[src/rtl/multi_lane_deserializer_pkg.sv]
// Shared USB4 logical-layer constants: gen_speed codes, symbol widths and
// the maximum per-lane word width.
package multi_lane_deserializer_pkg;

    localparam int unsigned SYM_W_MAX  = 132;
    localparam int unsigned SYM_W_GEN4 = 8;
    localparam int unsigned SYM_W_GEN3 = 132;
    localparam int unsigned SYM_W_GEN2 = 66;
    localparam int unsigned CNT_W      = 8;

    typedef enum logic [1:0] {
        GenSym8    = 2'b00,
        GenSym132  = 2'b01,
        GenSym66   = 2'b10,
        GenSym8Alt = 2'b11
    } gen_speed_e;

    function automatic logic [CNT_W-1:0] sym_width(input logic [1:0] code);
        logic [CNT_W-1:0] w;
        case (gen_speed_e'(code))
            GenSym132: w = CNT_W'(SYM_W_GEN3);
            GenSym66:  w = CNT_W'(SYM_W_GEN2);
            default:   w = CNT_W'(SYM_W_GEN4);
        endcase
        return w;
    endfunction

endpackage

[src/rtl/multi_lane_deserializer_if.sv]
// Parallel word-set output bus with a valid/ready handshake.
interface multi_lane_deserializer_if #(
    parameter int unsigned NUM_LANES = 2
);
    import multi_lane_deserializer_pkg::*;

    logic [NUM_LANES*SYM_W_MAX-1:0] rx_out;
    logic                           out_valid;
    logic                           out_ready;

    modport master (output rx_out, output out_valid, input out_ready);
    modport slave  (input rx_out, input out_valid, output out_ready);

endinterface

[src/rtl/multi_lane_deserializer_lane_shift_reg.sv]
// Per-lane LSB-first shifter: new bits enter at the MSB, so after W shifts the
// word sits in the top W bits with the first received bit lowest.
module lane_shift_reg #(
    parameter int unsigned WIDTH = 132
) (
    input  logic             clk,
    input  logic             rst,
    input  logic             shift,
    input  logic             clr,
    input  logic             din,
    output logic [WIDTH-1:0] data
);

    logic [WIDTH-1:0] data_q;

    always_ff @(posedge clk or negedge rst) begin
        if (!rst) begin
            data_q <= '0;
        end else if (clr) begin
            data_q <= '0;
        end else if (shift) begin
            data_q <= {din, data_q[WIDTH-1:1]};
        end
    end

    assign data = data_q;

endmodule

[src/rtl/multi_lane_deserializer.sv]
// Multi-lane serial-to-parallel deserializer with selectable symbol width,
// valid/ready output handshake and sticky overrun on dropped word sets.
module multi_lane_deserializer
    import multi_lane_deserializer_pkg::*;
#(
    parameter int unsigned NUM_LANES = 2,
    parameter int unsigned MAX_SYM_W = SYM_W_MAX
) (
    input  logic                 clk,
    input  logic                 rst,
    input  logic                 enable,
    input  logic [1:0]           gen_speed,
    input  logic [NUM_LANES-1:0] lane_mask,
    input  logic [NUM_LANES-1:0] rx_in,
    output logic                 descr_rst,
    output logic                 overrun,
    input  logic                 clr_ovr,
    multi_lane_deserializer_if.master bus
);

    logic [CNT_W-1:0] w, w_q, shamt;
    logic [CNT_W-1:0] cnt_q, cnt_d;
    logic [1:0]       speed_q;
    logic             en_q, done_q, done_d, valid_q, valid_d, ovr_q, ovr_d;
    logic             change, shift_en, last, load, drop;
    logic [NUM_LANES*MAX_SYM_W-1:0] rx_out_q, rx_out_d;
    logic [MAX_SYM_W-1:0]           sr [NUM_LANES];

    assign w     = sym_width(gen_speed);
    // Width the just-completed word was captured with.
    assign w_q   = sym_width(speed_q);
    assign shamt = CNT_W'(MAX_SYM_W) - w_q;

    // en_q gates change detection so a fresh enable always starts at count 0.
    assign change   = enable & en_q & (gen_speed != speed_q);
    assign shift_en = enable & ~change;
    assign last     = (cnt_q == w - CNT_W'(1));
    assign done_d   = shift_en & last;
    assign load     = enable & done_q & (~valid_q | bus.out_ready);
    assign drop     = enable & done_q & valid_q & ~bus.out_ready;

    for (genvar i = 0; i < NUM_LANES; i++) begin : g_lane
        lane_shift_reg #(
            .WIDTH (MAX_SYM_W)
        ) u_lane (
            .clk   (clk),
            .rst   (rst),
            .shift (shift_en),
            .clr   (~shift_en),
            .din   (rx_in[i]),
            .data  (sr[i])
        );
    end

    always_comb begin
        cnt_d = cnt_q + CNT_W'(1);
        if (!shift_en || last) begin
            cnt_d = '0;
        end
    end

    always_comb begin
        valid_d = valid_q;
        if (!enable) begin
            valid_d = 1'b0;
        end else if (load) begin
            valid_d = 1'b1;
        end else if (valid_q && bus.out_ready) begin
            valid_d = 1'b0;
        end
    end

    always_comb begin
        ovr_d = ovr_q;
        if (drop) begin
            ovr_d = 1'b1;
        end else if (clr_ovr) begin
            ovr_d = 1'b0;
        end
    end

    always_comb begin
        rx_out_d = rx_out_q;
        if (!enable) begin
            rx_out_d = '0;
        end else if (load) begin
            for (int i = 0; i < NUM_LANES; i++) begin
                rx_out_d[i*MAX_SYM_W +: MAX_SYM_W] = lane_mask[i] ? (sr[i] >> shamt) : '0;
            end
        end
    end

    always_ff @(posedge clk or negedge rst) begin
        if (!rst) begin
            cnt_q    <= '0;
            speed_q  <= '0;
            en_q     <= 1'b0;
            done_q   <= 1'b0;
            valid_q  <= 1'b0;
            ovr_q    <= 1'b0;
            rx_out_q <= '0;
        end else begin
            cnt_q    <= cnt_d;
            speed_q  <= gen_speed;
            en_q     <= enable;
            done_q   <= done_d;
            valid_q  <= valid_d;
            ovr_q    <= ovr_d;
            rx_out_q <= rx_out_d;
        end
    end

    assign descr_rst     = shift_en & (cnt_q == w - CNT_W'(2));
    assign overrun       = ovr_q;
    assign bus.rx_out    = rx_out_q;
    assign bus.out_valid = valid_q;

endmodule
[src/flat_wrapper.sv]
// flat-port wrapper written by rule: the top's interface ports become plain ports
module multi_lane_deserializer_flat import multi_lane_deserializer_pkg::*;
#(
    parameter int unsigned NUM_LANES = 2,
    parameter int unsigned MAX_SYM_W = SYM_W_MAX
)
  (clk, rst, enable, gen_speed, lane_mask, rx_in, descr_rst, overrun, clr_ovr, bus_rx_out, bus_out_valid, bus_out_ready);
  multi_lane_deserializer_if #(.NUM_LANES(NUM_LANES)) bus_i ();
  input  logic clk;
  input  logic rst;
  input  logic enable;
  input  logic [1:0] gen_speed;
  input  logic [NUM_LANES-1:0] lane_mask;
  input  logic [NUM_LANES-1:0] rx_in;
  output logic descr_rst;
  output logic overrun;
  input  logic clr_ovr;
  output wire logic [$bits(bus_i.rx_out)-1:0] bus_rx_out;
  output wire logic [$bits(bus_i.out_valid)-1:0] bus_out_valid;
  input wire logic [$bits(bus_i.out_ready)-1:0] bus_out_ready;
  assign bus_rx_out = bus_i.rx_out;
  assign bus_out_valid = bus_i.out_valid;
  assign bus_i.out_ready = bus_out_ready;
  multi_lane_deserializer #(.NUM_LANES(NUM_LANES), .MAX_SYM_W(MAX_SYM_W)) u_core (.clk(clk), .rst(rst), .enable(enable), .gen_speed(gen_speed), .lane_mask(lane_mask), .rx_in(rx_in), .descr_rst(descr_rst), .overrun(overrun), .clr_ovr(clr_ovr), .bus(bus_i));
endmodule
[config.mk]
export PLATFORM = sky130hd
export DESIGN_NAME = multi_lane_deserializer_flat
export DESIGN_NICKNAME = d
export VERILOG_FILES = /design/src/rtl/multi_lane_deserializer_pkg.sv /design/src/rtl/multi_lane_deserializer_if.sv /design/src/rtl/multi_lane_deserializer_lane_shift_reg.sv /design/src/rtl/multi_lane_deserializer.sv /design/src/flat_wrapper.sv
export SDC_FILE = /design/constraint.sdc
export NUM_CORES = 1
export LEC_CHECK = 0
export ABC_AREA = 1
export CORE_MARGIN = 3
export CORE_UTILIZATION = 43
export CTS_CLUSTER_DIAMETER = 120
export CTS_CLUSTER_SIZE = 24
export DETAILED_ROUTE_END_ITERATION = 16
export PLACE_DENSITY_LB_ADDON = 0.3
export REMOVE_ABC_BUFFERS = 1
export SETUP_SLACK_MARGIN = 0.1
export SYNTH_ARGS = -nofsm -noshare
export SYNTH_HDL_FRONTEND = slang
export SYNTH_HIERARCHICAL = 1
export SYNTH_SLANG_ARGS = --single-unit
[constraint.sdc]
create_clock -name clk -period 5.7 [get_ports clk]
set_input_delay 1.14 -clock clk [delete_from_list [all_inputs] [get_ports clk]]
set_output_delay 1.14 -clock clk [all_outputs]
set_load 0.01 [all_outputs]
# Word level (Yosys, flattened, before mapping)
# Cells that the tools add are included.
op_classes:
  add_sub_neg: 4
  n_eq_ne: 9
  shift: 2
  muxes: 14
  n_bitwise: 13
  reduce_logical: 4
ops:
  columns: ["cell", "n"]
  rows:
  - ["two-way mux 132 bit", 4]
  - ["two-way mux 264 bit", 2]
  - ["right shift 132 x 8 -> 132 bit", 2]
  - ["case mux 8 bit (2 select lines)", 2]
  - ["== test 8 bit", 2]
  - ["bitwise AND 1 bit", 9]
  - ["adder 8 x 1 -> 8 bit, second input constant", 1]
  - ["two-way mux 8 bit", 1]
  - ["subtractor 8 x 1 -> 8 bit, second input constant", 1]
  - ["subtractor 8 x 2 -> 8 bit, second input constant", 1]
  - ["subtractor 8 bit, first input constant", 1]
  - ["two-way mux 1 bit", 5]
  - ["== test 2 x 1 -> 1 bit, second input constant", 2]
  - ["== test 2 bit, second input constant", 2]
  - ["!= test 3 x 1 -> 1 bit, second input constant", 1]
  - ["inverter 1 bit", 3]
  - ["!= test 2 x 1 -> 1 bit, second input constant", 1]
  - ["!= test 2 bit", 1]
  - ["nonzero test 2 bit", 1]
  - ["logical AND 1 bit", 1]
  - ["zero test 1 bit", 1]
  - ["logical OR 1 bit", 1]
  - ["OR 1 bit", 1]
totals:
  reg_bits: 542
  in_bits: 11
  out_inout_bits: 267
  elab_cells: 55

# Depth between registers and ports, before layout
depth:
  depth_word: 7
  depth_mapped: 12
  mapped_depth_nobuf: 9

# Modules after synthesis
# Netlist, hierarchy kept.
by_module_without_submodules:
  columns: ["module", "n_inst", "cells_each", "area_per_inst_um2", "seq_area_each_um2"]
  rows:
  - ["multi_lane_deserializer", 1, 2476, 16594.7, 6956.7]
  - ["lane_shift_reg", 2, 573, 5200.0, 3303.2]

# Worst setup path before layout
# Ideal clock, no wire load.
synth_path:
  kind: "input to output"
  from: "input gen_speed[0]"
  to: "output descr_rst"
  t_arrival_ns: 1.926
  t_required_ns: 4.560
  setup_slack_ns: 2.634
  cell_stages: 8
  n_path_buf: 0
  cell_sequence: "inv_1 > ha_1 > inv_1 > nand2_1 > nand3b_1 > nor2_1 > nand4_1 > nor2_1"
synth_between:
  elab_chain_len: 5
  word_cells_on_any_way: 10
  classes_between: "add/sub: 1; eq/ne: 4; mux: 1; bitwise: 4"
synth_lines:
  columns: ["element", "line", "rtl"]
  rows:
  - ["start: declaration", "flat_wrapper.sv:12", "input logic [1:0] gen_speed;"]
  - ["== test 2 bit, or another cell as far along", "multi_lane_deserializer_pkg.sv:20", "case (gen_speed_e'(code))"]
  - ["case mux 8 bit (2 select lines) or bitwise AND 1 bit (tied branches)", "multi_lane_deserializer_pkg.sv:20, multi_lane_deserializer.sv:35", null]
  - ["subtractor 8 x 2 -> 8 bit or inverter 1 bit (tied branches)", "multi_lane_deserializer.sv:113, multi_lane_deserializer.sv:36", null]
  - ["== test 8 bit or bitwise AND 1 bit (tied branches)", "multi_lane_deserializer.sv:113, multi_lane_deserializer.sv:36", null]
  - ["bitwise AND 1 bit *", "multi_lane_deserializer.sv:113", "assign descr_rst = shift_en & (cnt_q == w - CNT_W'(2));"]
  - ["end: declaration", "flat_wrapper.sv:15", "output logic descr_rst;"]
# Every way passes the cells marked *; elsewhere a longest branch is shown, timed or not.

# Final worst setup path
# Same ends and word-level chain as after synthesis.

==> metrics.md <==
| Metric | Value |
|---|---|
| Status | `finished clean` |
| Core area | `61940 um^2` |
| Hold Crit Depth | `2` |
| Largest cells by area after synthesis | `dfrtp_1, nand2_1, nand3_1, o21ai_0, buf_2` |
| Post-Syn Area | `around 27000 um^2` |
| Yosys cell types | `29` |
| Vias in the first global route | `22940` |
| Initial core utilization | `43.58%` |
| Die area | `65820 um^2` |
| R2r worst-path depth | `7` |
| HPWL Detailed | `about 46000 um` |
| Initial antenna violation count | `1` |
| Register area share after synthesis | `50.24%` |
| Max VDD drop | `around 0.22 mV` |
| Setup CP Type | `in2out` |
| Total gr overflow | `0` |
| Synthesized instance count | `3622` |
| Area share of the largest cell type after synthesis | `50.24%` |
| First-pass GRT wire length | `roughly 120000 um` |
| Hold_sp | `u_core/g_lane[0].u_lane/data[0]$_DFFE_PN0P_` |
| Max transition margin | `34.25%` |
| RSZ-0062 raised after global routing | `false` |
| Setup Viol. Count Final | `0` |
| Period utilization | `roughly three quarters` |
| Final hold viol count | `0` |
| Mean Syn Cell Area | `approximately 7.5 um^2` |
| Crit path launch type | `input pin` |
| Sum Neg Setup Slack | `0 ns` |
| Post-synth top cells | `nand2_1, nand3_1, dfrtp_1` |
| Clock Path Buffers | `3` |
| Port Buffer Count | `277` |
| Largest area contributor in the netlist | `dfrtp_1` |
| Share of post-route cells with drive strength above 1 | `around 2.2%` |
| HP Class | `reg2reg` |
| # hold bufs at CTS | `0` |
| Nets | `3709` |
| WL final | `between 70000 and 80000 um` |
| Clk Latency, worst-skew pair | `0.61 ns` |
| Worst Setup End Kind | `primary output` |
| Most common cell in the netlist | `nand2_1` |
| EDFF count, synth | `0` |
| Via Count | `23900` |
| Ant. Diodes | `0` |
| #FFs+latches synth | `542` |
| Crit Path Max Fanout | `4` |
| Via density | `5.275` |
| Pwr dens | `214.6 nW/um^2` |
| Reg-to-Reg End | `u_core/bus.rx_out[4]$_DFFE_PN0P_` |
| Max-Cap Viols | `0` |
| Leakage | `0.01517 uW` |
| # Post-CTS Setup Buffers | `0` |
| Antenna Violating Nets Remaining | `0` |
| H-tree levels | `1` |
| DR WL/cell | `16.30 um` |
| Root Buffer | `clkbuf_16` |
| Remaining DRCs | `0` |
| Required @ worst endpoint | `approximately 4.6 ns` |
| Maximum clock frequency | `roughly 240 MHz` |
| Die height | `about 260 um` |
| Reg2Reg Setup Slack | `~2.5 ns` |
| Hold Path End | `u_core/g_lane[0].u_lane/data[0]$_DFFE_PN0P_` |
| Layout Skew | `0.03329 ns` |
| Total track usage | `21.94%` |
| Layout area overhead | `13.31%` |
| Ys async rst share | `100.0%` |
| R2R Path Start | `u_core/speed_q[0]$_DFF_PN0_` |
| Resized Gates After CTS | `0` |
| Worst-margin pin slew | `0.9862 ns` |
| Clock period minus final worst setup slack | `4.248 ns` |
| Die Width | `256.6 um` |
| PnR Total Power | `around 6600 uW` |
| CTS Buf Count | `26` |
| GPL Wtd Cong | `0.8108` |
| Rows | `91` |
| Yosys warns | `6` |
| CTS tree | `done` |
| Largest net degree at the start of global routing | `171` |
| DRT iter0 DRCs | `1871` |
| Clock Sinks | `around 540` |
| Max-slew violations | `0` |
| Hold slack | `0.4777 ns` |
| Synth Flop Type | `dfrtp_1` |
| Arrival time at the worst endpoint | `about 3.1 ns` |
| Worst-path clk slew | `0.10 ns` |
| # IOs | `278` |
| Drt pass-1 iters | `5` |
-- cells by family (layout without fill, tap and decap cells) --
| logic type | Yosys count | after routing | share of synthesized area (%) |
|---|---|---|---|
| DFF | 542 | 542 | 50.24 |
| buffers and inverters | 364 | 436 | 6.318 |
| xor gates and xnor gates | 7 | 7 | 0.2271 |
| adders and majority gates | 5 | 5 | 0.2317 |
| and+or+nand+nor | 2447 | 2447 | 37.41 |
| AOI/OAI and AO/OA | 257 | 257 | 5.571 |
-- worst max-delay path, stage by stage --
cell and delay [ns]:
clkdlybuf4s50_1 0.54, inv_1 0.06, ha_1 0.29, inv_1 0.04
nand2_1 0.05, nand3b_1 0.10, nor2_1 0.13, nand4_1 0.10
nor2_1 0.11, clkdlybuf4s50_1 0.56
-- per-layer routing --
metal | vias up | global-route usage, % | share of wire, %
li1 | 11700 | - | -
met1 | 11610 | 30.20 | 45
met2 | 531 | 37.35 | 48
met3 | 55 | 3.338 | 5.4
met4 | 2 | 3.654 | 1.4
met5 | - | 0 | 0.018
-- flip-flops by register name, indices dropped and copies added (netlist names) --
register                   cells
u_core/bus.out_valid           1
u_core/bus.rx_out            264
u_core/cnt_q                   8
u_core/done_q                  1
u_core/en_q                    1
u_core/g_lane.u_lane/data    264
u_core/overrun                 1
u_core/speed_q                 2
-- through the flow --
step	setup slack (ns)	instance area (um^2)	util [%]	instances
final	1.452	30590	49.38	4531
after global routing	1.291	30590	49.38	4531
after CTS	1.458	30590	49.38	4531
after detailed placement	1.462	29900	48.27	4502
after global placement	1.491	29900	48.27	4502
after floorplan	-4.397	25660	-	3356
-- placed cells by master, fill, tap and decap left out, types with 27 or more instances in the layout --
master           synthesis  layout
clkbuf_16                0      27
nand3_1                597     597
inv_1                   91      90
o21ai_0                137     137
nor2_1                  73      72
a21boi_0                46      46
nand4_1                 45      45
clkdlybuf4s50_1          0     276
dfrtp_1                542     542
nand2_1               1720    1720
o21a_1                  36      36
-- how the worst max path moves through the flow --
stage                                      startpoint                                  to  slack, ns
after floorplan           u_core/speed_q[0]$_DFF_PN0_  u_core/bus.rx_out[136]$_DFFE_PN0P_      -4.40
after global placement                   gen_speed[0]                           descr_rst       1.49
after detailed placement                 gen_speed[0]                           descr_rst       1.46
after CTS                                gen_speed[0]                           descr_rst       1.46
after global routing                     gen_speed[0]                           descr_rst       1.29
final                                    gen_speed[0]                           descr_rst       1.45
-- power breakdown --
group,switching (uW),internal [uW],leakage (uW)
Sequential,4.60,3850,0.00757
Clock,1260,853,0.000340
Combinational,487,115,0.00726
-- final cells by class --
type,instances,area [um^2]
Fill cell,6206,31350
Inverter,98,391.6
Tap cell,837,1047
Timing Repair Buffer,309,3143
Multi-Input combinational cell,2716,11750
Clock buffer,28,679.4
Clock inverter,1,11.26
Sequential cell,542,13560
Power figures use the tool's default switching activity.
